### src/rtl/calc_stack_pkg.sv
// Shared definitions for the controller's operator and operand stacks.
// Latency: n/a (types and constants only).
// Backpressure: n/a; over/underflow is reported through the sticky err flag.
package calc_stack_pkg;

  // Default entry widths for the two stack instances (operator / operand).
  localparam int CO_N = 8;
  localparam int CD_N = 16;

  // Stack command as seen on {push, pop}.
  typedef enum logic [1:0] {
    CMD_HOLD    = 2'b00,
    CMD_POP     = 2'b01,
    CMD_PUSH    = 2'b10,
    CMD_REPLACE = 2'b11
  } stack_cmd_e;

  function automatic stack_cmd_e decode_cmd(input logic push, input logic pop);
    return stack_cmd_e'({push, pop});
  endfunction

endpackage

### src/rtl/calc_stack.sv
// Synchronous LIFO backing the controller's operator or operand stack.
// Latency: 0 -- top-of-stack is combinational; push/pop show right after the edge.
// Backpressure: none; push when full / pop when empty sets the sticky err flag.
//
// Ports:
//   Clock  - rising-edge clock
//   Reset  - synchronous active-high reset (count=0, err=0)
//   clear  - synchronous flush; beats push/pop in the same cycle
//   push   - write din as new top (with pop: replace top)
//   pop    - remove current top
//   din    - entry to push
//   data   - current top entry, zero when empty
//   empty  - no entries held
//   full   - DEPTH entries held
//   count  - number of entries, 0..DEPTH
//   err    - sticky overflow/underflow flag
module calc_stack
  import calc_stack_pkg::*;
#(
  parameter int WIDTH = CO_N,
  parameter int DEPTH = 16,
  parameter int AW    = 4
) (
  input  logic             Clock,
  input  logic             Reset,
  input  logic             clear,
  input  logic             push,
  input  logic             pop,
  input  logic [WIDTH-1:0] din,
  output logic [WIDTH-1:0] data,
  output logic             empty,
  output logic             full,
  output logic [AW:0]      count,
  output logic             err
);

  localparam logic [AW:0] DEPTH_C = (AW+1)'(DEPTH);
  localparam logic [AW:0] ONE_C   = (AW+1)'(1);

  logic [WIDTH-1:0] mem [DEPTH];
  logic [AW:0]      count_m1;
  logic [AW-1:0]    top_idx;
  logic [AW-1:0]    wr_idx;
  logic             wr_en;
  stack_cmd_e       cmd;

  assign cmd      = decode_cmd(push, pop);
  assign empty    = (count == '0);
  assign full     = (count == DEPTH_C);
  assign count_m1 = count - ONE_C;
  // Only meaningful when not empty; the data mux below masks the empty case.
  assign top_idx  = count_m1[AW-1:0];
  assign data     = empty ? '0 : mem[top_idx];

  // Replace on a non-empty stack overwrites the top; every other write lands
  // at count, which is slot 0 for a replace on an empty stack.
  always_comb begin
    wr_idx = count[AW-1:0];
    wr_en  = 1'b0;
    if (!Reset && !clear) begin
      case (cmd)
        CMD_PUSH: wr_en = !full;
        CMD_REPLACE: begin
          wr_en = 1'b1;
          if (!empty) wr_idx = top_idx;
        end
        default: wr_en = 1'b0;
      endcase
    end
  end

  // Storage is not reset; reads are masked to zero until entries are written.
  always_ff @(posedge Clock) begin
    if (wr_en) mem[wr_idx] <= din;
  end

  always_ff @(posedge Clock) begin
    if (Reset || clear) begin
      count <= '0;
      err   <= 1'b0;
    end else begin
      case (cmd)
        CMD_PUSH: begin
          if (full) err   <= 1'b1;
          else      count <= count + ONE_C;
        end
        CMD_POP: begin
          if (empty) err   <= 1'b1;
          else       count <= count_m1;
        end
        CMD_REPLACE: begin
          // Underflowing replace still pushes din as the sole entry.
          if (empty) begin
            count <= ONE_C;
            err   <= 1'b1;
          end
        end
        default: ;
      endcase
    end
  end

endmodule
### config.mk
export PLATFORM = sky130hd
export DESIGN_NAME = calc_stack
export DESIGN_NICKNAME = d
export VERILOG_FILES = /design/src/rtl/calc_stack_pkg.sv /design/src/rtl/calc_stack.sv
export SDC_FILE = /design/constraint.sdc
export NUM_CORES = 1
export LEC_CHECK = 0
export BUFFER_PORTS_ARGS = -buffer_cell sky130_fd_sc_hd__buf_2
export CAP_MARGIN = 5
export CORE_ASPECT_RATIO = 0.6
export CORE_MARGIN = 1.5
export CORE_UTILIZATION = 30
export DETAILED_ROUTE_END_ITERATION = 10
export PLACE_DENSITY = 0.43
export SLEW_MARGIN = 0
export SYNTH_ARGS = -nofsm -noshare
export SYNTH_HDL_FRONTEND = slang
export SYNTH_SLANG_ARGS = --single-unit
### constraint.sdc
create_clock -name Clock -period 3.6 [get_ports Clock]
set_clock_uncertainty 0.15 [all_clocks]
set_input_delay 0.18 -clock Clock [delete_from_list [all_inputs] [get_ports Clock]]
set_output_delay 0.18 -clock Clock [all_outputs]
set_load 0.05 [all_outputs]
## Yosys cells after proc, flatten, opt, wreduce, memory -nomap -nowiden

Memories as Yosys holds them, arrays and structs flattened.
Cells that the tools add are included.
W data, S select, Z words.

- Register bits: 6
- Memory bits (writable): 128
- Memories kept: 1

Memory list:

| name | depth | width | read ports | clocked after Yosys merged registers in | wr ports | RTL line | RTL |
|---|---|---|---|---|---|---|---|
| mem | 16 | 8 | 1 | 0 | 1 | calc_stack.sv:40 | `logic [WIDTH-1:0] mem [DEPTH];` |

- Reduce and logical (&&, ||, !) cells: 11
- Mux-type cells: 15
- Equality and inequality tests: 9
- Add/sub/neg operators: 2

Operator list:

| kind | number |
|---|---|
| $mux W5 | 3 |
| $pmux W5 S3 | 1 |
| $mux W4 | 3 |
| $mux W8 | 1 |
| $ne A2 B2 Y1 const B | 4 |
| $add A5 B1 Y5 const B | 1 |
| $eq A5 B5 Y1 const B | 1 |
| $logic_not A5 Y1 | 1 |
| $mux W1 | 5 |
| $sub A5 B1 Y5 const B | 1 |
| $eq A2 B2 Y1 const B | 2 |
| $pmux W1 S2 | 2 |
| $reduce_and A4 Y1 | 1 |
| $logic_not A1 Y1 | 3 |
| $reduce_and A3 Y1 | 1 |
| $reduce_bool A3 Y1 | 1 |
| $eq A2 B1 Y1 const B | 1 |
| $ne A2 B1 Y1 const B | 1 |
| $reduce_bool A2 Y1 | 1 |
| $reduce_or A2 Y1 | 1 |
| $logic_and A1 B1 Y1 | 1 |
| $logic_or A1 B1 Y1 | 1 |

## Logic depth before layout (Yosys ltp)

Gate-level depths: netlist (run 1).

- Depth after elaboration: 6
- Depth in mapped cells: 10

## Least setup slack after synthesis (run 1)

Ideal clock, no wire load.

- Path kind: register to register
- Start: reg count[0]
- End: reg count[2]
- Clock period less this slack: 3.788 ns
- Data arrival time: 3.519 ns
- Library setup time: 0.119 ns
- Cell stages (with the launch flop): 9
- Path slack: -0.188 ns
- Data required time: 3.331 ns
- Cell sequence: dfxtp_1 -> buf_6 -> buf_8 -> clkinv_1 -> ha_1 -> nor4bb_1 -> a211o_1 -> a21oi_1 -> o221a_2

- Cells in the longest elaborated chain, start to end: 3
- Elaborated cells on any way between the ends: 11
- Classes of those cells: add/sub (2); eq/ne (4); mux (3); reduce/logical (2)

RTL lines:

| what | RTL line | RTL |
|---|---|---|
| start, declared | calc_stack.sv:33 | `output logic [AW:0] count,` |
| start signal, assigned | calc_stack.sv:85 | `else count <= count + ONE_C;` |
| start signal, assigned | calc_stack.sv:89 | `else count <= count_m1;` |
| $eq A5 B5 Y1 | calc_stack.sv:49 | `assign full = (count == DEPTH_C);` |
| via full | calc_stack.sv:32 | `output logic full,` |
| $ne A2 B2 Y1 (no line) | - |  |
| $reduce_and A4 Y1 (no line) | - |  |

The timed path passes the listed nets, and every way through them passes these cells. The select of a mux whose other input is x is not followed.
A chain may end at the register's enable or synchronous reset.

## Final worst setup path (run 1)

- Start: reg count[0]
- End: out data[0]

- Cells in the longest elaborated chain, start to end: 3
- Elaborated cells on any way between the ends: 4
- Classes of those cells: add/sub (1); mux (1); reduce/logical (1); memory (1)

RTL lines:

| what | RTL line | RTL |
|---|---|---|
| $sub A5 B1 Y5 | calc_stack.sv:50 | `assign count_m1 = count - ONE_C;` |
| $mem_v2 Z16 W8 | - |  |
| $mux W8 (*) | calc_stack.sv:53 | `assign data = empty ? '0 : mem[top_idx];` |
| end, declared | calc_stack.sv:30 | `output logic [WIDTH-1:0] data,` |

Mark *: on every way between the ends. The rest lies on a longest branch, timed or not.

==> reports/qor.txt, run 1 <==
ROUTE
----------------------------------------------------------------------------------------------------
Total vias in the final route                                                                   3215
Number of iterations in the first detailed-routing pass                                            4
DRC violations left                                                                                0
Number of antenna-violating nets in the routed design                                              0
Mean number of vias per cell                                                                   5.119
Routed Wire Length                                                                          14170 µm
Number of DRC violations after detailed-routing iteration 0                                      320
Routed wire length per instance                                                             22.56 µm

CLOCK NETWORK
----------------------------------------------------------------------------------------------------
Root buffer selected by CTS                                                             sky130_fd_sc_hd__clkbuf_16
Level count of the clock H-tree                                                                    4
Buffer depth of the longest clock path                                                             2
Clock latency of the later-clocked register in the worst-skew pair                           0.42 ns
Number of sinks driven by the clock tree                                                         134
CTS tree                                                                                       built
Clock buffers created by TritonCTS                                                                17
Clock-pin slew reported for the worst setup and hold paths after clock tree synthesis        0.06 ns

SYNTHESIS
----------------------------------------------------------------------------------------------------
Synthesized netlist cell count                                                                   312
Largest cells by area after synthesis                                                   sky130_fd_sc_hd__edfxtp_1 67%, sky130_fd_sc_hd__mux4_2 13%, sky130_fd_sc_hd__mux2i_1 2.8%, sky130_fd_sc_hd__dfxtp_1 2.1%, sky130_fd_sc_hd__nor3_1 1.1%
Count of flip-flops with a built-in enable after synthesis                                       128
Count of unique library cells instantiated by Yosys                                               57
Area share of the largest cell type after synthesis                                           66.70%
Sequential cell area fraction in the yosys report                                             68.78%
Dominant register cell in the synthesized netlist                                       sky130_fd_sc_hd__edfxtp_1
Count of synthesis-stage warnings from yosys                                                       0
Cell taking the most area after synthesis                                               sky130_fd_sc_hd__edfxtp_1
Synthesized area per cell                                                                  18.47 µm²
Post-synthesis instance area                                                            0.005763 mm²
Post-synthesis net count                                                                         328
Share of flip-flops with an asynchronous set or reset                                             0%
Register bit total from synthesis                                                                134

GLOBAL ROUTING
----------------------------------------------------------------------------------------------------
GR Util All Layers                                                                            15.34%
Initial antenna violation count                                                                    0
Vias in the first global route                                                                  3154
Global-route wire length before repair                                                      21180 µm
Total grt overflow                                                                                 0
Pin count of the biggest net entering global routing                                              33

LAYOUT
----------------------------------------------------------------------------------------------------
Layout Nets                                                                                      385
Design area                                                                             0.006950 mm²
Fraction of layout cells with a size suffix above 1                                           36.65%
Antenna diode count                                                                                0
Layout-stage area growth over the synthesis result                                            20.60%

CRITICAL PATH
----------------------------------------------------------------------------------------------------
CP cell instances                                                                       clkinvlp_4 > ha_2 > buf_4 > mux4_2 > mux2i_1 > o22ai_2 > buf_2
Slowest library cell on the worst path                                                  sky130_fd_sc_hd__dfxtp_2
Element type at the critical path end                                                    output port
Number of cells traversed by the worst register-to-register path                                   8
Crit path largest cell delay                                                                 0.55 ns
R2r setup slk                                                                                0.34 ns
End of the worst register-to-register path                                              mem[11][2]$_DFFE_PP_
Worst path arrival time                                                                      3.01 ns
Kind of critical path                                                                        reg2out
Critical path startpoint category                                                               flop
Crit path required time                                                                      3.27 ns
Maximum fanout count along the critical path                                                      17
Worst r2r src                                                                           count[0]$_SDFFE_PP0P_

STA
----------------------------------------------------------------------------------------------------
Fin crit share                                                                                92.72%
Final setup vio count                                                                              0
Final critical delay including setup and external delays                                    3.338 ns
Transition time at the pin with the least slew margin                                      0.7432 ns
Fmax achieved                                                                             0.2996 GHz
Final worst slack                                                                          0.2621 ns
Relative slew slack                                                                           50.39%
Final-report max-slew violation count                                                              0
Number of hold-slack violations in the final timing report                                         0
Unrepaired setup endpoints after global routing                                                   no
Worst hold-check slack                                                                   0.001887 ns

PLACE
----------------------------------------------------------------------------------------------------
Worst setup timing slack at the placement stage                                           0.03292 ns
Placer congestion estimate                                                                    0.7492
Post-DP Area                                                                            0.006326 mm²
Port buffer count                                                                                 28
HPWL Detailed                                                                                9543 µm

DIE
----------------------------------------------------------------------------------------------------
I/O pins                                                                                          29
Core area                                                                                0.01893 mm²
Die area                                                                                 0.02008 mm²
Cell Rows                                                                                         39
Vert. Die Dim                                                                               110.4 µm
Starting density of the core                                                                  30.44%
Die Width                                                                                   181.9 µm

PWR
----------------------------------------------------------------------------------------------------
Worst vdd rail ir drop                                                                     0.3403 mV
Leakage power                                                                               2.247 nW
Pwr/cell area                                                                           546.6 mW/mm²

JOB
----------------------------------------------------------------------------------------------------
Maxcap violations                                                                                  0

WORST HOLD PATH
----------------------------------------------------------------------------------------------------
Hold Path Origin                                                                              din[7]
Worst hold path class                                                                         in2reg
Endpoint of the worst hold-timing path                                                  mem[1][7]$_DFFE_PP_
Hold path cells                                                                                    1

OUTCOME
----------------------------------------------------------------------------------------------------
Status                                                                                  complete, no violations

## metal layers
metal | global-route usage (%) | share of wire [%]
met5 | 0 | 0
met4 | 5.549 | 1.1
met3 | 3.745 | 4.8
met2 | 20.41 | 41
met1 | 23.80 | 53
## cell type report
cell class	instances	area, µm²
multi-input combinational	154	1709
timing repair buffer	57	370.4
fill	1763	11980
tap	246	307.8
inverter	5	35.03
sequential	134	3965
clock buffer	23	488.0
clock inverter	9	75.07
## how the worst max path moves through the flow
stage	end	cells after the start	slack, ns	from
6_report	data[0]	7	0.26	count[0]$_SDFFE_PP0P_
5_1_grt	data[3]	7	0.04	count[0]$_SDFFE_PP0P_
4_1_cts	data[2]	7	0.07	count[0]$_SDFFE_PP0P_
3_5_place_dp	mem[11][5]$_DFFE_PP_	8	0.03	count[0]$_SDFFE_PP0P_
3_3_place_gp	mem[11][7]$_DFFE_PP_	8	-0.02	count[0]$_SDFFE_PP0P_
2_1_floorplan	mem[7][0]$_DFFE_PP_	10	-0.18	count[0]$_SDFFE_PP0P_
## cells in the mapped netlist, types with 4 or more instances
master                     instances
sky130_fd_sc_hd__nor3_1           13
sky130_fd_sc_hd__clkbuf_1          8
sky130_fd_sc_hd__edfxtp_1        128
sky130_fd_sc_hd__nand2_1           5
sky130_fd_sc_hd__buf_6             4
sky130_fd_sc_hd__nor2_1           11
sky130_fd_sc_hd__mux2i_1          16
sky130_fd_sc_hd__a21oi_1           8
sky130_fd_sc_hd__o22ai_1           9
sky130_fd_sc_hd__dfxtp_1           6
sky130_fd_sc_hd__mux4_2           32
sky130_fd_sc_hd__a211oi_1          4
## registers in the layout (all words and copies together), names as in the netlist
| register | count |
|---|---|
| mem | 128 |
| count | 5 |
| err | 1 |
## cells in the final DEF, fill, tap and decap left out, types with 5 or more instances in the layout
cell type                       instances
sky130_fd_sc_hd__mux2i_1               16
sky130_fd_sc_hd__edfxtp_1             128
sky130_fd_sc_hd__nor3_1                10
sky130_fd_sc_hd__clkinv_2               6
sky130_fd_sc_hd__nand2_1                5
sky130_fd_sc_hd__buf_2                 28
sky130_fd_sc_hd__a21oi_1                8
sky130_fd_sc_hd__dlygate4sd3_1          5
sky130_fd_sc_hd__clkbuf_16             17
sky130_fd_sc_hd__nor2_1                11
sky130_fd_sc_hd__dfxtp_1                5
sky130_fd_sc_hd__buf_4                 24
sky130_fd_sc_hd__mux4_2                32
sky130_fd_sc_hd__o22ai_2                8
## per-stage QoR
| stage | power, W | util, % | cells | TNS, ns |
|---|---|---|---|---|
| floorplan | 0.002067 | - | 312 | -5.658 |
| global placement | 0.002181 | 33.41 | 591 | -0.1538 |
| detailed placement | 0.002182 | 33.41 | 591 | 0 |
| CTS | 0.003834 | 36.68 | 628 | 0 |
| global route | 0.003929 | 36.71 | 628 | 0 |
| finish | 0.003799 | 36.71 | 628 | 0 |
## cells by family (layout without fill, tap and decap cells)
logic type                 Yosys count  in the layout  share of synthesized area (%)
and+or+nand+nor                     54             54                          5.753
DFF                                134            134                          68.78
adders and majority gates            3              3                         0.6514
muxes                               50             50                          15.81
buffers and inverters               24             94                          2.844
xor gates and xnor gates             1              1                         0.1520
AOI/OAI and AO/OA                   46             46                          6.014
## power by group
| part | switching, W | internal [W] |
|---|---|---|
| Combinational | 0.000273 | 0.000150 |
| Sequential | 0.0000115 | 0.00172 |
| Clock | 0.000633 | 0.00101 |
## worst max-delay path, delay by kind of cell, from the launching register on
family	cells	cell delay [ns]
compound gates	1	0.14
fa+ha+maj	1	0.47
buf+inv	3	0.83
flops	1	0.55
mux	2	0.60
## timing repair
action | 4_1_cts | 5_1_grt
setup endpoints to repair | 8 | 5
hold buffers | 5 | 0
hold endpoints to repair | 12 | 0
setup buffers | 0 | 0
resized for setup | 1 | 2
No activity file was read; power rests on OpenSTA's default activity.
==> inputs of run 2 (changes only) <==
Settings changed: CORE_ASPECT_RATIO 0.6 to 1.1, CTS_CLUSTER_SIZE from default to 30.
==> reports/qor.txt, run 2 (synthesis results as in run 1) <==
OUTCOME
----------------------------------------------------------------------------------------------------
Status                                                                                  complete, no violations   unchanged

PLACE
----------------------------------------------------------------------------------------------------
Port buffer count                                                                                 28   unchanged
Placer congestion estimate                                                                    0.7958   was 0.7492
Inst Count DP                                                                                    594   was 591
HPWL Detailed                                                                                9089 µm   was 9543 µm

STA
----------------------------------------------------------------------------------------------------
Setup total negative slack                                                                      0 ns   unchanged
Transition time at the pin with the least slew margin                                      0.7497 ns   was 0.7432 ns
Unrepaired setup endpoints after global routing                                                   no   unchanged
Final-report max-slew violation count                                                              0   unchanged
Number of hold-slack violations in the final timing report                                         0   unchanged
Final setup vio count                                                                              0   unchanged
Relative slew slack                                                                           49.34%   was 50.39%
Fin crit share                                                                                93.58%   was 92.72%
Final critical delay including setup and external delays                                    3.369 ns   was 3.338 ns
Fmax achieved                                                                             0.2968 GHz   was 0.2996 GHz
Worst hold-check slack                                                                    0.02048 ns   was 0.001887 ns

DIE
----------------------------------------------------------------------------------------------------
Die area                                                                                 0.02005 mm²   was 0.02008 mm²
Starting density of the core                                                                  30.97%   was 30.44%
Cell Rows                                                                                         52   was 39
Die Width                                                                                   135.2 µm   was 181.9 µm
Core area                                                                                0.01861 mm²   was 0.01893 mm²
I/O pins                                                                                          29   unchanged
Vert. Die Dim                                                                               148.4 µm   was 110.4 µm

CLOCK NETWORK
----------------------------------------------------------------------------------------------------
Clock buffers created by TritonCTS                                                                17   unchanged
Clock latency of the later-clocked register in the worst-skew pair                           0.41 ns   was 0.42 ns
Number of sinks driven by the clock tree                                                         134   unchanged
Root buffer selected by CTS                                                             sky130_fd_sc_hd__clkbuf_16   unchanged
Level count of the clock H-tree                                                                    4   unchanged
Clock-pin slew reported for the worst setup and hold paths after clock tree synthesis        0.06 ns   about the same
Buffer depth of the longest clock path                                                             2   unchanged
CTS tree                                                                                       built   unchanged

CRITICAL PATH
----------------------------------------------------------------------------------------------------
Worst path arrival time                                                                      3.04 ns   was 3.01 ns
Gate family responsible for the most delay along the worst path                         buffers and inverters   unchanged
Sum of buffers and inverters on the critical path                                                  3   unchanged
Crit path largest cell delay                                                                 0.52 ns   was 0.55 ns
Crit path required time                                                                      3.27 ns   about the same
Maximum fanout count along the critical path                                                      36   was 17
R2r setup slk                                                                                0.47 ns   was 0.34 ns
Worst r2r src                                                                           count[1]$_SDFFE_PP0P_   was count[0]$_SDFFE_PP0P_
End of the worst register-to-register path                                              mem[2][0]$_DFFE_PP_   was mem[11][2]$_DFFE_PP_
Number of cells traversed by the worst register-to-register path                                   7   was 8
Slowest library cell on the worst path                                                  sky130_fd_sc_hd__dfxtp_1   was sky130_fd_sc_hd__dfxtp_2
Critical path startpoint category                                                               flop   unchanged
Element type at the critical path end                                                    output port   unchanged
Critical path depth                                                                                7   unchanged
CP cell instances                                                                       inv_1 > ha_1 > buf_4 > mux4_2 > mux2i_1 > o22ai_2 > buf_2   was clkinvlp_4 > ha_2 > buf_4 > mux4_2 > mux2i_1 > o22ai_2 > buf_2
Kind of critical path                                                                        reg2out   unchanged

GLOBAL ROUTING
----------------------------------------------------------------------------------------------------
GR Util All Layers                                                                            14.82%   was 15.34%
Vias in the first global route                                                                  3251   was 3154
Initial antenna violation count                                                                    0   unchanged
Pin count of the biggest net entering global routing                                              41   was 33
Total grt overflow                                                                                 0   unchanged
Global-route wire length before repair                                                      21000 µm   was 21180 µm

PWR
----------------------------------------------------------------------------------------------------
Overall Power                                                                             0.003766 W   was 0.003799 W
Pwr/cell area                                                                           541.4 mW/mm²   was 546.6 mW/mm²
Leakage power                                                                               2.258 nW   was 2.247 nW
Worst vdd rail ir drop                                                                     0.3315 mV   was 0.3403 mV

WORST HOLD PATH
----------------------------------------------------------------------------------------------------
Hold Path Origin                                                                              din[2]   was din[7]
Worst hold path class                                                                         in2reg   unchanged
Hold path cells                                                                                    1   unchanged
Endpoint of the worst hold-timing path                                                  mem[5][2]$_DFFE_PP_   was mem[1][7]$_DFFE_PP_

ROUTE
----------------------------------------------------------------------------------------------------
Mean number of vias per cell                                                                   5.019   was 5.119
Total vias in the final route                                                                   3162   was 3215
Number of DRC violations after detailed-routing iteration 0                                      268   was 320
Number of antenna-violating nets in the routed design                                              0   unchanged
Routed Wire Length                                                                          13790 µm   was 14170 µm
Routed wire length per instance                                                             21.88 µm   was 22.56 µm
DRC violations left                                                                                0   unchanged
Number of iterations in the first detailed-routing pass                                            4   unchanged

LAYOUT
----------------------------------------------------------------------------------------------------
Largest register by flop count                                                                   mem   unchanged
Commonest cells after routing, fill and taps aside                                      128 x sky130_fd_sc_hd__edfxtp_1, 32 x sky130_fd_sc_hd__mux4_2, 30 x sky130_fd_sc_hd__buf_4   was 128 x sky130_fd_sc_hd__edfxtp_1, 32 x sky130_fd_sc_hd__mux4_2, 28 x sky130_fd_sc_hd__buf_2
Most common library cell in the layout ignoring fill and taps                           sky130_fd_sc_hd__edfxtp_1   unchanged
Flip-flop count of the largest register after layout                                             128   unchanged
Fraction of layout cells with a size suffix above 1                                           35.40%   was 36.65%
Finished Layout Cells                                                                            630   was 628
Layout Nets                                                                                      390   was 385
Antenna diode count                                                                                0   unchanged
Post-layout utilization of the core                                                           37.39%   was 36.71%
Largest registers                                                                       mem x128, count x5, err x1   unchanged
Layout-stage area growth over the synthesis result                                            20.71%   was 20.60%

JOB
----------------------------------------------------------------------------------------------------
Maxcap violations                                                                                  0   unchanged

==> run 2: through the flow <==
stage,instance area [µm²],setup WS [ns]
after floorplan,5829,-0.1812
after global placement,6367,0.5855
after detailed placement,6367,0.4848
after CTS,6957,0.1877
after global routing,6957,0.05246
final,6957,0.2310
==> run 2: routing by layer <==
layer	track usage, %	part of all wire, %	vias to the layer above	wire length (µm)
met5	0	0	-	0
met4	5.699	1.5	0	203
met3	3.442	4.5	19	623
met2	24.74	51	85	6992
met1	18.69	43	1627	5967
li1	-	-	1431	-
==> run 2: worst max-delay path by stage <==
stage	from	end
final	count[1]$_SDFFE_PP0P_	data[2]
after global routing	count[1]$_SDFFE_PP0P_	data[2]
after CTS	count[1]$_SDFFE_PP0P_	data[2]
after detailed placement	count[1]$_SDFFE_PP0P_	mem[2][3]$_DFFE_PP_
after global placement	count[1]$_SDFFE_PP0P_	mem[2][7]$_DFFE_PP_
after floorplan	count[0]$_SDFFE_PP0P_	mem[7][0]$_DFFE_PP_
==> run 2: worst reg2reg max path: stages, from the launching register on <==
cell and delay [ns]:
sky130_fd_sc_hd__dfxtp_1 0.52, sky130_fd_sc_hd__inv_1 0.17, sky130_fd_sc_hd__ha_1 0.25, sky130_fd_sc_hd__or4b_4 0.29, sky130_fd_sc_hd__clkinv_8 0.08, sky130_fd_sc_hd__or3_1 0.37, sky130_fd_sc_hd__mux2_4 0.31, sky130_fd_sc_hd__nor3_2 0.63
==> run 2: final cells by class <==
| cell class | instances | area [µm²] |
|---|---|---|
| clock buffer | 21 | 440.4 |
| inverter | 5 | 31.28 |
| tap | 243 | 304.0 |
| fill | 1777 | 11650 |
| sequential | 134 | 3965 |
| timing repair buffer | 62 | 405.4 |
| multi-input combinational | 154 | 1702 |
| clock inverter | 11 | 108.9 |
==> run 2: timing repair <==
action / CTS / global route
buffers inserted: 0 / 0
hold buffers: 4 / 0
endpoints found under the hold margin: 8 / 0
resized for setup: 0 / 0
setup endpoints to repair: 0 / 0
==> run 2: power breakdown <==
| part | internal (W) | switching (W) | leakage, nW | total (W) |
|---|---|---|---|---|
| Combinational | 0.000148 | 0.000273 | 0.797 | 0.000421 |
| Sequential | 0.00172 | 0.00000494 | 1.20 | 0.00172 |
| Clock | 0.00101 | 0.000617 | 0.261 | 0.00162 |
| Total | 0.00287 | 0.000895 | 2.26 | 0.00377 |
